**src/rtl/mux4_rr_arbiter.sv**
```systemverilog
// ---------------------------------------------------------------------------
// mux4_rr_arbiter
//
// Round-robin sequencer that shares one external 4:1 mux (mux4_1) between
// four requesters A..D. It drives the mux select, captures the selected word
// into an output register, and presents that word downstream on a
// valid/ready handshake. A requester may hold the grant for up to MAX_BURST
// consecutive words while others are waiting. It keeps the grant for as long
// as it is the only requester.
//
// Parameters
//   WIDTH      data width of the mux inputs/output and of out_data
//   MAX_BURST  consecutive words one source may take while others wait (>=1)
//
// Ports
//   clk        system clock; all state changes on the rising edge
//   rst_n      asynchronous active-low reset
//   req[3:0]   request per source (bit0=A .. bit3=D), held until acked
//   ack[3:0]   one-hot, one-cycle pulse: that source's word was captured
//   sel[1:0]   registered select to mux4_1 (00=A, 01=B, 10=C, 11=D)
//   mux_out    output of mux4_1
//   out_data   captured word
//   out_valid  out_data is valid
//   out_ready  downstream accepts out_data when out_valid && out_ready
//   busy       high whenever the sequencer is not idle
// ---------------------------------------------------------------------------
module mux4_rr_arbiter #(
    parameter int WIDTH     = 4,
    parameter int MAX_BURST = 4
) (
    input  logic             clk,
    input  logic             rst_n,
    input  logic [3:0]       req,
    output logic [3:0]       ack,
    output logic [1:0]       sel,
    input  logic [WIDTH-1:0] mux_out,
    output logic [WIDTH-1:0] out_data,
    output logic             out_valid,
    input  logic             out_ready,
    output logic             busy
);

    localparam logic [1:0] IDLE  = 2'd0;
    localparam logic [1:0] GRANT = 2'd1;
    localparam logic [1:0] SEND  = 2'd2;

    // Wide enough to hold MAX_BURST itself, so the counter can saturate there.
    localparam int CNT_W = $clog2(MAX_BURST + 1);
    localparam logic [CNT_W-1:0] BURST_LIMIT = CNT_W'(MAX_BURST);

    logic [1:0]       state;
    logic [1:0]       last_grant;
    logic [CNT_W-1:0] burst_cnt;

    logic [1:0]       pick;
    logic [3:0]       sel_onehot;
    logic             others_pending;
    logic [CNT_W-1:0] burst_next;

    // Scan last+1, last+2, last+3, then last itself. The loop runs from the
    // farthest candidate to the nearest, so the nearest requester wins. The
    // last grant is therefore chosen only when it is the sole requester.
    function automatic logic [1:0] rr_pick(input logic [3:0] r, input logic [1:0] last);
        logic [1:0] idx;
        rr_pick = last;
        for (int k = 4; k >= 1; k--) begin
            idx = last + 2'(k);
            if (r[idx]) rr_pick = idx;
        end
    endfunction

    always_comb begin
        pick           = rr_pick(req, last_grant);
        sel_onehot     = 4'b0001 << sel;
        others_pending = |(req & ~sel_onehot);
        burst_next     = (burst_cnt == BURST_LIMIT) ? burst_cnt : burst_cnt + CNT_W'(1);
    end

    assign busy = (state != IDLE);

    // NOTE: all state below is updated with non-blocking assignments. Every
    // branch then reads the pre-edge values of sel, burst_cnt and req, no
    // matter in which order the statements appear.
    always_ff @(posedge clk or negedge rst_n) begin
        if (!rst_n) begin
            state      <= IDLE;
            sel        <= 2'b00;
            last_grant <= 2'd3;
            burst_cnt  <= '0;
            out_data   <= '0;
            out_valid  <= 1'b0;
            ack        <= 4'b0000;
        end else begin
            // ack is a single-cycle pulse. Clear it by default and let the
            // GRANT capture override the clear.
            ack <= 4'b0000;

            case (state)
                IDLE: begin
                    if (|req) begin
                        sel        <= pick;
                        last_grant <= pick;
                        burst_cnt  <= '0;
                        state      <= GRANT;
                    end
                end

                GRANT: begin
                    // sel has been stable for a full cycle, so mux_out has settled.
                    if (req[sel]) begin
                        out_data  <= mux_out;
                        out_valid <= 1'b1;
                        ack       <= sel_onehot;
                        state     <= SEND;
                    end else if (|req) begin
                        // The granted source withdrew its request. Re-arbitrate
                        // and spend another cycle in GRANT for the new select.
                        sel        <= pick;
                        last_grant <= pick;
                        burst_cnt  <= '0;
                    end else begin
                        state <= IDLE;
                    end
                end

                SEND: begin
                    // out_valid is always high in SEND. Any change on req is
                    // ignored here until the handshake completes.
                    if (out_ready) begin
                        out_valid <= 1'b0;
                        burst_cnt <= burst_next;
                        if (req[sel] && (burst_next < BURST_LIMIT || !others_pending)) begin
                            state <= GRANT;
                        end else if (|req) begin
                            sel        <= pick;
                            last_grant <= pick;
                            burst_cnt  <= '0;
                            state      <= GRANT;
                        end else begin
                            state <= IDLE;
                        end
                    end
                end

                default: state <= IDLE;
            endcase
        end
    end

endmodule

```
**config.mk**
```make
export PLATFORM = sky130hd
export DESIGN_NAME = mux4_rr_arbiter
export DESIGN_NICKNAME = d
export VERILOG_FILES = /design/src/rtl/mux4_rr_arbiter.sv
export SDC_FILE = /design/constraint.sdc
export NUM_CORES = 1
export LEC_CHECK = 0
export BUFFER_PORTS_ARGS = -buffer_cell sky130_fd_sc_hd__buf_2
export CAP_MARGIN = 20
export CORE_MARGIN = 2
export CORE_UTILIZATION = 55
export CTS_CLUSTER_DIAMETER = 120
export DETAILED_ROUTE_END_ITERATION = 7
export PLACE_DENSITY = 0.9
export SYNTH_ARGS = -nofsm -noshare
export SYNTH_HDL_FRONTEND = slang
export SYNTH_SLANG_ARGS = --single-unit
export TNS_END_PERCENT = 30
```
**constraint.sdc**
```tcl
create_clock -name clk -period 3.5 [get_ports clk]
set_input_delay 0.525 -clock clk [delete_from_list [all_inputs] [get_ports clk]]
set_output_delay 0.525 -clock clk [all_outputs]
set_load 0.02 [all_outputs]
```
==> results.yml, run 1 <==
run_status:
  status: "complete, no violations"
placement:
  portBuffers: 22
  hpwl_mm: 1.394
  dpl_cell_area_sq_mm: 0.001087
  gp_congestion: 0.7536
cts:
  postCtsSetupRepairBufs: 0
  cts-root-buf: "clkbuf_4"
  post_cts_resized: 0
  cts_num_sinks: 18
  ctsHoldBuffers: 0
  path_clk_slew_ns: 0.11
  htreeDepth: 1
  cts_buffers: 3
  cts_buffer_depth: 2
  clk_latency_ns: 0.29
  cts_tree: "yes"
yosys:
  synth_top_area_cell: "dfrtp_1"
  synth_top_family_by_area: "simple AND/OR/NAND/NOR gates"
  netlist_instances: 91
  yosys.area_share.adder: 0.02587
  yosys.area.top_type_share: 0.4140
  ys_seq_area_frac: 0.4683
  synth_nets: 104
  netlist-cell-type-count: 34
  synth-simple-area-share: 0.2173
  synth_compound_area_frac: 0.1514
  yosysWarnings: 0
  synth-xor-area-share: 0
  synth_area_leaders: "dfrtp_1 41%, nand2_1 6.6%, mux2_2 5.8%"
  synth.area.mux_share: 0.1022
  syn_area_per_cell_sq_um: 10.63
  syn_area_sq_um: 967.2
  ys_ff_latch: 18
routing:
  drt_iter0_markers: 13
  vias: 752
  first_pass_iters: 4
  drt-total-wl_mm: 1.848
  drt-vias-per-instance: 5.654
  antenna_left: 0
  wl_per_cell_um: 13.89
  drt_drc_violations_left: 0
power:
  power_frac_clock: 0.128
  power.leakage_nw: 0.5608
  ir_worst_vdd_mv: 0.6259
  seq_power_share: 0.388
  p_per_area_mw_per_mm2: 875.0
  intPower_mw: 0.5784
  p_sw_mw: 0.4047
  pwr-share-comb: 0.484
  switching_share: 0.4117
run:
  drv_cap: 0
global_routing:
  busiest_layer: "met2"
  grt_usage: 0.2146
  use_met1: 0.2716
  use_met2: 0.3778
  met3_usage: 0.03571
  grt_antenna_before_repair: 0
  grt-ovfl-total: 0
  grt_max_degree: 19
  grt_pass1_wl_mm: 3.270
  grt_pass1_vias: 763
layout:
  drive_gt1_frac: 0.3879
  nets: 130
  final.fill_count: 131
  fin_area_sq_mm: 0.001124
  n_antenna_cell: 0
  layout-area-overhead-vs-synth_pct: 16.17
floorplanning:
  die_height_um: 45.94
  io_pins: 23
  die_area_sq_mm: 0.002110
  rows: 15
  core_sq_mm: 0.001689
  die_w_um: 45.94
  start_util: 0.5726
timing:
  fin_crit_ns: 2.062
  finalSetupTns_ns: 0
  setup_viol: 0
  slew_headroom: 0.7439
  worst_pin_slew_ns: 0.3841
  max_freq_ghz: 0.4850
  fin_crit_sh: 0.5891
  finalMaxSlewViolations: 0
  rsz0062_at_grt: "no"
  finalHoldViolations: 0
  finClkSkew_ns: 0.006321
critical_path:
  crit_fanout: 9
  slowest_stage: "mux4_2"
  worstPathRequired_ns: 3.68
  endpoint_kind: "register"
  critPathKind: "reg2reg"
  cp_slowest_stage_delay_ns: 0.62
  start_kind: "register"
  cp_cell_sequence: "mux4_2 > nor2_4 > o21a_4 > nor2b_4 > mux2_2"
  worst_ep_arrival_time_ns: 2.24
worst_hold_path:
  holdCritPathClass: "in2async"
[cells in the final DEF (no fill, tap or decap), types with 3 or more instances in the layout]
master    instances
a22oi_1           4
buf_2            22
clkbuf_4          3
dfrtp_1          16
inv_1             6
mux2_2            5
nand2_1          17
nor2_1            3
o21ai_0           7
[registers in the layout, indices dropped and copies added, names as in the netlist]
signal      flops
ack             4
out_data        4
burst_cnt       3
last_grant      2
sel             2
state           2
out_valid       1
[power groups by stage]
stage          registers, mW  clock network (mW)  logic (mW)
2_1_floorplan          0.421                   0       0.322
3_3_place_gp           0.379                   0       0.455
3_5_place_dp           0.387                   0       0.472
4_1_cts                0.382               0.129       0.476
5_1_grt                0.396               0.138       0.521
6_report               0.381               0.126       0.476
[critical path: cells and delay by family (launching register included)]
| kind | cells | cell delay (ns) |
|---|---|---|
| muxes | 2 | 0.96 |
| AOI/OAI and AO/OA | 1 | 0.14 |
| DFF | 1 | 0.54 |
| and+or+nand+nor | 2 | 0.32 |
[stage by stage]
stage                 util  instances  hold WS (ns)  setup WS, ns  power [mW]
global route        0.6652        133        0.1659         1.334       1.055
finish              0.6652        133        0.1382         1.438      0.9831
detailed placement  0.6437        129        0.4697         1.385      0.8586
global placement    0.6437        129        0.4531         1.409      0.8341
CTS                 0.6652        133        0.1566         1.442      0.9870
floorplan                -         91        0.2294         1.482      0.7424
[cell usage after synthesis]
library cell and n:
or4_4 1, nor2b_1 1, nand2_1 17, a21oi_1 1
and3_2 2, o31ai_1 1, a211o_1 1, mux2i_1 2
o21ai_0 7, nand3b_2 1, o311a_2 1, o21a_4 1
or2_0 1, mux2_2 5, nor4_1 1, or2_2 1
dfstp_2 2, o211ai_2 1, buf_6 1, nand2b_1 2
nor3b_1 2, a22oi_1 4, nor2b_4 1, nand3b_1 1
inv_1 6, nor2_4 1, dfrtp_1 16, ha_1 2
a22oi_2 1, nor3_1 1, mux4_2 1, nor2_1 3
o2111ai_1 1, and2b_1 1
[metal layers]
metal | vias up | share of wire | wire [um]
met2 | 9 | 0.51 | 944
li1 | 373 | - | -
met5 | - | 0 | 0
met1 | 368 | 0.46 | 851
met3 | 2 | 0.021 | 39
met4 | 0 | 0.0070 | 13
[worst paths after layout]
check,from,to,slack [ns],cells after the start
setup reg to reg,sel[0],sel[0],1.44,5
hold reg to reg,out_data[1],out_data[1],0.49,2
setup / recovery,sel[0],sel[0],1.44,5
max in group asynchronous,rst_n,last_grant[0],3.04,1
hold / removal,rst_n,burst_cnt[1],0.14,1
min in group clk,mux_out[0],out_data[0],0.43,3
[kinds of logic after synthesis]
family                     after synthesis
and+or+nand+nor                         37
AOI/OAI and AO/OA                       19
DFF                                     18
muxes                                    8
buffers and inverters                    7
adders and majority gates                2
[layout make-up]
cell class,count,area [sq um],share of cell area
multi-input combinational,66,480.5,0.4276
sequential,18,452.9,0.4031
timing repair buffer,22,110.1,0.09800
clock buffer,4,36.28,0.03229
inverter,6,22.52,0.02004
tap,17,21.27,0.01893
(Power assumes the default switching activity.)
==> run 2: changes to the inputs <==
--- a/config.mk
+++ b/config.mk
@@ -8,10 +8,10 @@
 export BUFFER_PORTS_ARGS = -buffer_cell sky130_fd_sc_hd__buf_2
 export CAP_MARGIN = 20
 export CORE_MARGIN = 2
-export CORE_UTILIZATION = 55
+export CORE_UTILIZATION = 51
 export CTS_CLUSTER_DIAMETER = 120
 export DETAILED_ROUTE_END_ITERATION = 7
-export PLACE_DENSITY = 0.9
+export PLACE_DENSITY = 0.84
 export SYNTH_ARGS = -nofsm -noshare
 export SYNTH_HDL_FRONTEND = slang
 export SYNTH_SLANG_ARGS = --single-unit
==> constraint.sdc (replaced) <==
create_clock -name clk -period 1.9 [get_ports clk]
set_input_delay 0.285 -clock clk [delete_from_list [all_inputs] [get_ports clk]]
set_output_delay 0.285 -clock clk [all_outputs]
set_load 0.02 [all_outputs]
==> results.yml, run 2 (same netlist as run 1, synthesis figures left out) <==
layout:
  layout_common_cells: "22 x buf_2, 17 x nand2_1, 15 x dfrtp_1, 9 x buf_4"
  n_antenna_cell: 0
  final_common_cell: "buf_2"
  drive_gt1_frac: 0.4444
  top_regs: "ack: 4 flops, out_data: 4 flops, burst_cnt: 3 flops"
  nets: 140
  final.fill_count: 143
  layout-area-overhead-vs-synth_pct: 26.78
global_routing:
  grt_pass1_wl_mm: 3.063
  grt_usage: 0.1941
  grt-ovfl-total: 0
  grt_pass1_vias: 764
  grt_max_degree: 19
  grt_antenna_before_repair: 0
timing:
  slew_headroom: 0.7389
  finClkSkew_ns: 0.0008257
  fin_ws_ns: 0.03254
  fin_crit_ns: 1.867
  setup_viol: 0
  rsz0062_at_grt: "yes"
  worst_pin_slew_ns: 0.3917
  fin_crit_sh: 0.9829
  finalSetupTns_ns: 0
  max_freq_ghz: 0.5355
  finalMaxSlewViolations: 0
  finalHoldViolations: 0
run:
  drv_cap: 0
floorplanning:
  start_util: 0.5482
  core_sq_mm: 0.001764
  die_w_um: 47.55
  die_height_um: 47.55
  die_area_sq_mm: 0.002261
  rows: 15
  io_pins: 23
critical_path:
  worst_ep_arrival_time_ns: 2.06
  slowest_stage: "mux4_2"
  cp_cell_sequence: "mux4_2 > nor2_4 > o21a_4 > nor2b_4 > mux2_4"
  critPathKind: "reg2reg"
  endpoint_kind: "register"
  start_kind: "register"
  cp_slowest_stage_delay_ns: 0.56
  crit_fanout: 4
  worstPathRequired_ns: 2.09
cts:
  cts_tree: "yes"
  clk_latency_ns: 0.30
  path_clk_slew_ns: 0.10
  cts-root-buf: "clkbuf_4"
  cts_buffers: 3
  cts_num_sinks: 18
  htreeDepth: 1
  cts_buffer_depth: 2
power:
  power.leakage_nw: 0.6159
  p_per_area_mw_per_mm2: 1611
  ir_worst_vdd_mv: 1.214
run_status:
  status: "complete, no violations"
routing:
  drt-vias-per-instance: 5.477
  wl_per_cell_um: 12.77
  drt_iter0_markers: 8
  vias: 827
  first_pass_iters: 4
  drt-total-wl_mm: 1.929
  antenna_left: 0
  drt_drc_violations_left: 0
placement:
  portBuffers: 22
  pre_cts_slack_ns: -0.002515
  hpwl_mm: 1.372
  gp_congestion: 0.7548
worst_hold_path:
  holdCritPathClass: "in2reg"
-- run 2: final timing paths --
kind / start / endpoint / slack, ns / cells after the start
max: sel[0] / sel[1] / 0.03 / 5
min: mux_out[0] / out_data[0] / 0.17 / 3
max reg2reg: sel[0] / sel[1] / 0.03 / 5
min reg2reg: out_data[0] / out_data[0] / 0.48 / 2
max in group asynchronous: rst_n / last_grant[0] / 1.17 / 2
min in group asynchronous: rst_n / ack[1] / 0.42 / 2
-- run 2: layout make-up --
class	instances	area, sq um	share of cell area
timing repair buffer	32	187.7	0.1531
clock buffer	4	36.28	0.02959
sequential	18	454.2	0.3704
multi-input combinational	66	494.2	0.4031
inverter	6	22.52	0.01837
tap	25	31.28	0.02551
-- run 2: what timing repair did --
| action | CTS | global route |
|---|---|---|
| pin swaps | 1 | 4 |
| buffers inserted | 0 | 2 |
| cloned | 0 | 0 |
| setup endpoints to repair | 2 | 5 |
| gates resized for setup | 0 | 4 |
| hold buffers | 1 | 0 |
| endpoints found under the hold margin | 16 | 0 |
-- run 2: routing by layer --
metal / track usage / up-vias / share of wire
met4: 0.07568 / 0 / 0.021
li1: - / 391 / -
met5: 0 / - / 0
met3: 0.04906 / 7 / 0.041
met1: 0.2151 / 405 / 0.44
met2: 0.3541 / 24 / 0.50
-- run 2: worst max-delay path, delay by kind of cell (launching register included) --
family          cells  cell delay, ns
compound gates      1            0.12
flops               1            0.42
mux                 2            0.88
simple gates        2            0.34
-- run 2: stage by stage --
stage / util / cell area (sq um) / total power [mW] / hold WS, ns / std cells
final: 0.6950 / 1226 / 1.976 / 0.1705 / 151
after global routing: 0.6950 / 1226 / 2.116 / 0.1789 / 151
after CTS: 0.6787 / 1197 / 1.911 / 0.1694 / 149
after detailed placement: 0.6525 / 1151 / 1.670 / 0.2345 / 144
after global placement: 0.6525 / 1151 / 1.631 / 0.2304 / 144
after floorplan: - / 968.4 / 1.370 / -0.01059 / 91
-- run 2: power by group --
| part | switching (mW) | total, mW | internal, mW |
|---|---|---|---|
| registers | 0.132 | 0.679 | 0.547 |
| logic | 0.535 | 1.06 | 0.524 |
| clock network | 0.121 | 0.238 | 0.117 |
==> run 3: changes to the inputs <==
==> constraint.sdc (replaced) <==
create_clock -name clk -period 2.1 [get_ports clk]
set_input_delay 0.315 -clock clk [delete_from_list [all_inputs] [get_ports clk]]
set_output_delay 0.315 -clock clk [all_outputs]
set_load 0.02 [all_outputs]
==> results.yml, run 3 (same netlist as run 1, synthesis figures left out) <==
timing:
  finClkSkew_ns: 0.003322
  worst_pin_slew_ns: 0.3975
  slew_headroom: 0.7350
  holdWs_ns: 0.1987
  fin_crit_sh: 0.9571
  setup_viol: 0
  rsz0062_at_grt: "no"
  finalHoldViolations: 0
  finalMaxSlewViolations: 0
  finalSetupTns_ns: 0
  max_freq_ghz: 0.4975
  fin_crit_ns: 2.010
routing:
  drt_drc_violations_left: 0
  antenna_left: 0
  wl_per_cell_um: 14.39
  first_pass_iters: 4
  drt_iter0_markers: 20
  drt-vias-per-instance: 5.524
  vias: 790
  drt-total-wl_mm: 2.058
layout:
  multi_input_area_sq_um: 480.5
  top_regs: "ack: 4 flops, out_data: 4 flops, burst_cnt: 3 flops"
  layout_common_cells: "22 x buf_2, 17 x nand2_1, 16 x dfrtp_1, 7 x o21ai_0, 6 x inv_1"
  drive_gt1_frac: 0.3898
  final_common_cell: "buf_2"
  ff_latch_area_sq_um: 452.9
  final.fill_count: 160
  nets: 132
  fin_area_sq_mm: 0.001151
  layout-area-overhead-vs-synth_pct: 19.02
  n_antenna_cell: 0
placement:
  dpl_cell_area_sq_mm: 0.001105
  hpwl_mm: 1.542
  portBuffers: 22
  gp_congestion: 0.7464
global_routing:
  grt_usage: 0.2306
  grt_pass1_vias: 820
  grt-ovfl-total: 0
  grt_pass1_wl_mm: 3.532
  grt_max_degree: 19
  grt_antenna_before_repair: 0
critical_path:
  endpoint_kind: "register"
  worstPathRequired_ns: 2.29
  crit_fanout: 5
  start_kind: "register"
  critPathKind: "reg2reg"
  worst_ep_arrival_time_ns: 2.20
cts:
  clk_latency_ns: 0.30
  cts_buffer_depth: 2
  path_clk_slew_ns: 0.10
  cts_tree: "yes"
  htreeDepth: 1
  ctsHoldBuffers: 1
  post_cts_resized: 0
  postCtsSetupRepairBufs: 0
  cts_buffers: 3
  cts-root-buf: "clkbuf_4"
  cts_num_sinks: 18
run_status:
  status: "complete, no violations"
power:
  p_per_area_mw_per_mm2: 1452
  power.leakage_nw: 0.5698
  total_power_mw: 1.672
  ir_worst_vdd_mv: 1.074
floorplanning:
  die_height_um: 47.55
  io_pins: 23
  die_area_sq_mm: 0.002261
  rows: 15
  core_sq_mm: 0.001764
  die_w_um: 47.55
  start_util: 0.5482
worst_hold_path:
  holdCritPathClass: "in2reg"
run:
  drv_cap: 0
[run 3: per-stage QoR]
stage | util | setup slack (ns) | std cells
2_1_floorplan | - | 0.08237 | 91
3_3_place_gp | 0.6262 | 0.1810 | 138
3_5_place_dp | 0.6262 | 0.1315 | 138
4_1_cts | 0.6525 | 0.09742 | 143
5_1_grt | 0.6525 | 0.01845 | 143
6_report | 0.6525 | 0.09007 | 143
[run 3: critical path, cell delays in order, from the launching register on]
cell and delay [ns]:
dfrtp_1 0.44, inv_1 0.08, ha_1 0.19, nand3b_1 0.11
o21ai_0 0.11, o311a_2 0.45, nor2b_4 0.17, mux2_2 0.35
[run 3: metal layers]
metal  global-route usage  vias to the layer above  wire (um)
li1                     -                      376          -
met1               0.2771                      374        919
met2               0.3892                       34       1009
met3              0.04528                        6         90
met4               0.1243                        0         39
met5                    0                        -          0
[run 3: path summary, 6_finish.rpt]
check / from / endpoint / slack, ns / cells past startpoint
max in group asynchronous: rst_n / last_grant[1] / 1.32 / 2
min in group asynchronous: rst_n / ack[0] / 0.46 / 2
hold / removal: mux_out[1] / out_data[1] / 0.20 / 3
hold reg to reg: out_data[2] / out_data[2] / 0.49 / 2
setup reg to reg: burst_cnt[0] / sel[0] / 0.09 / 7
setup / recovery: burst_cnt[0] / sel[0] / 0.09 / 7
[run 3: area by class of cell]
type                            count  share of cell area
Multi-Input combinational cell     66              0.4174
Sequential cell                    18              0.3935
Timing Repair Buffer               24              0.1109
Clock buffer                        4             0.03152
Tap cell                           25             0.02717
Inverter                            6             0.01957
[run 3: power breakdown]
part / leakage [nW] / internal [mW] / total (mW) / switching [mW]
logic: 0.324 / 0.380 / 0.832 / 0.452
registers: 0.225 / 0.492 / 0.622 / 0.130
clock network: 0.0210 / 0.106 / 0.217 / 0.111
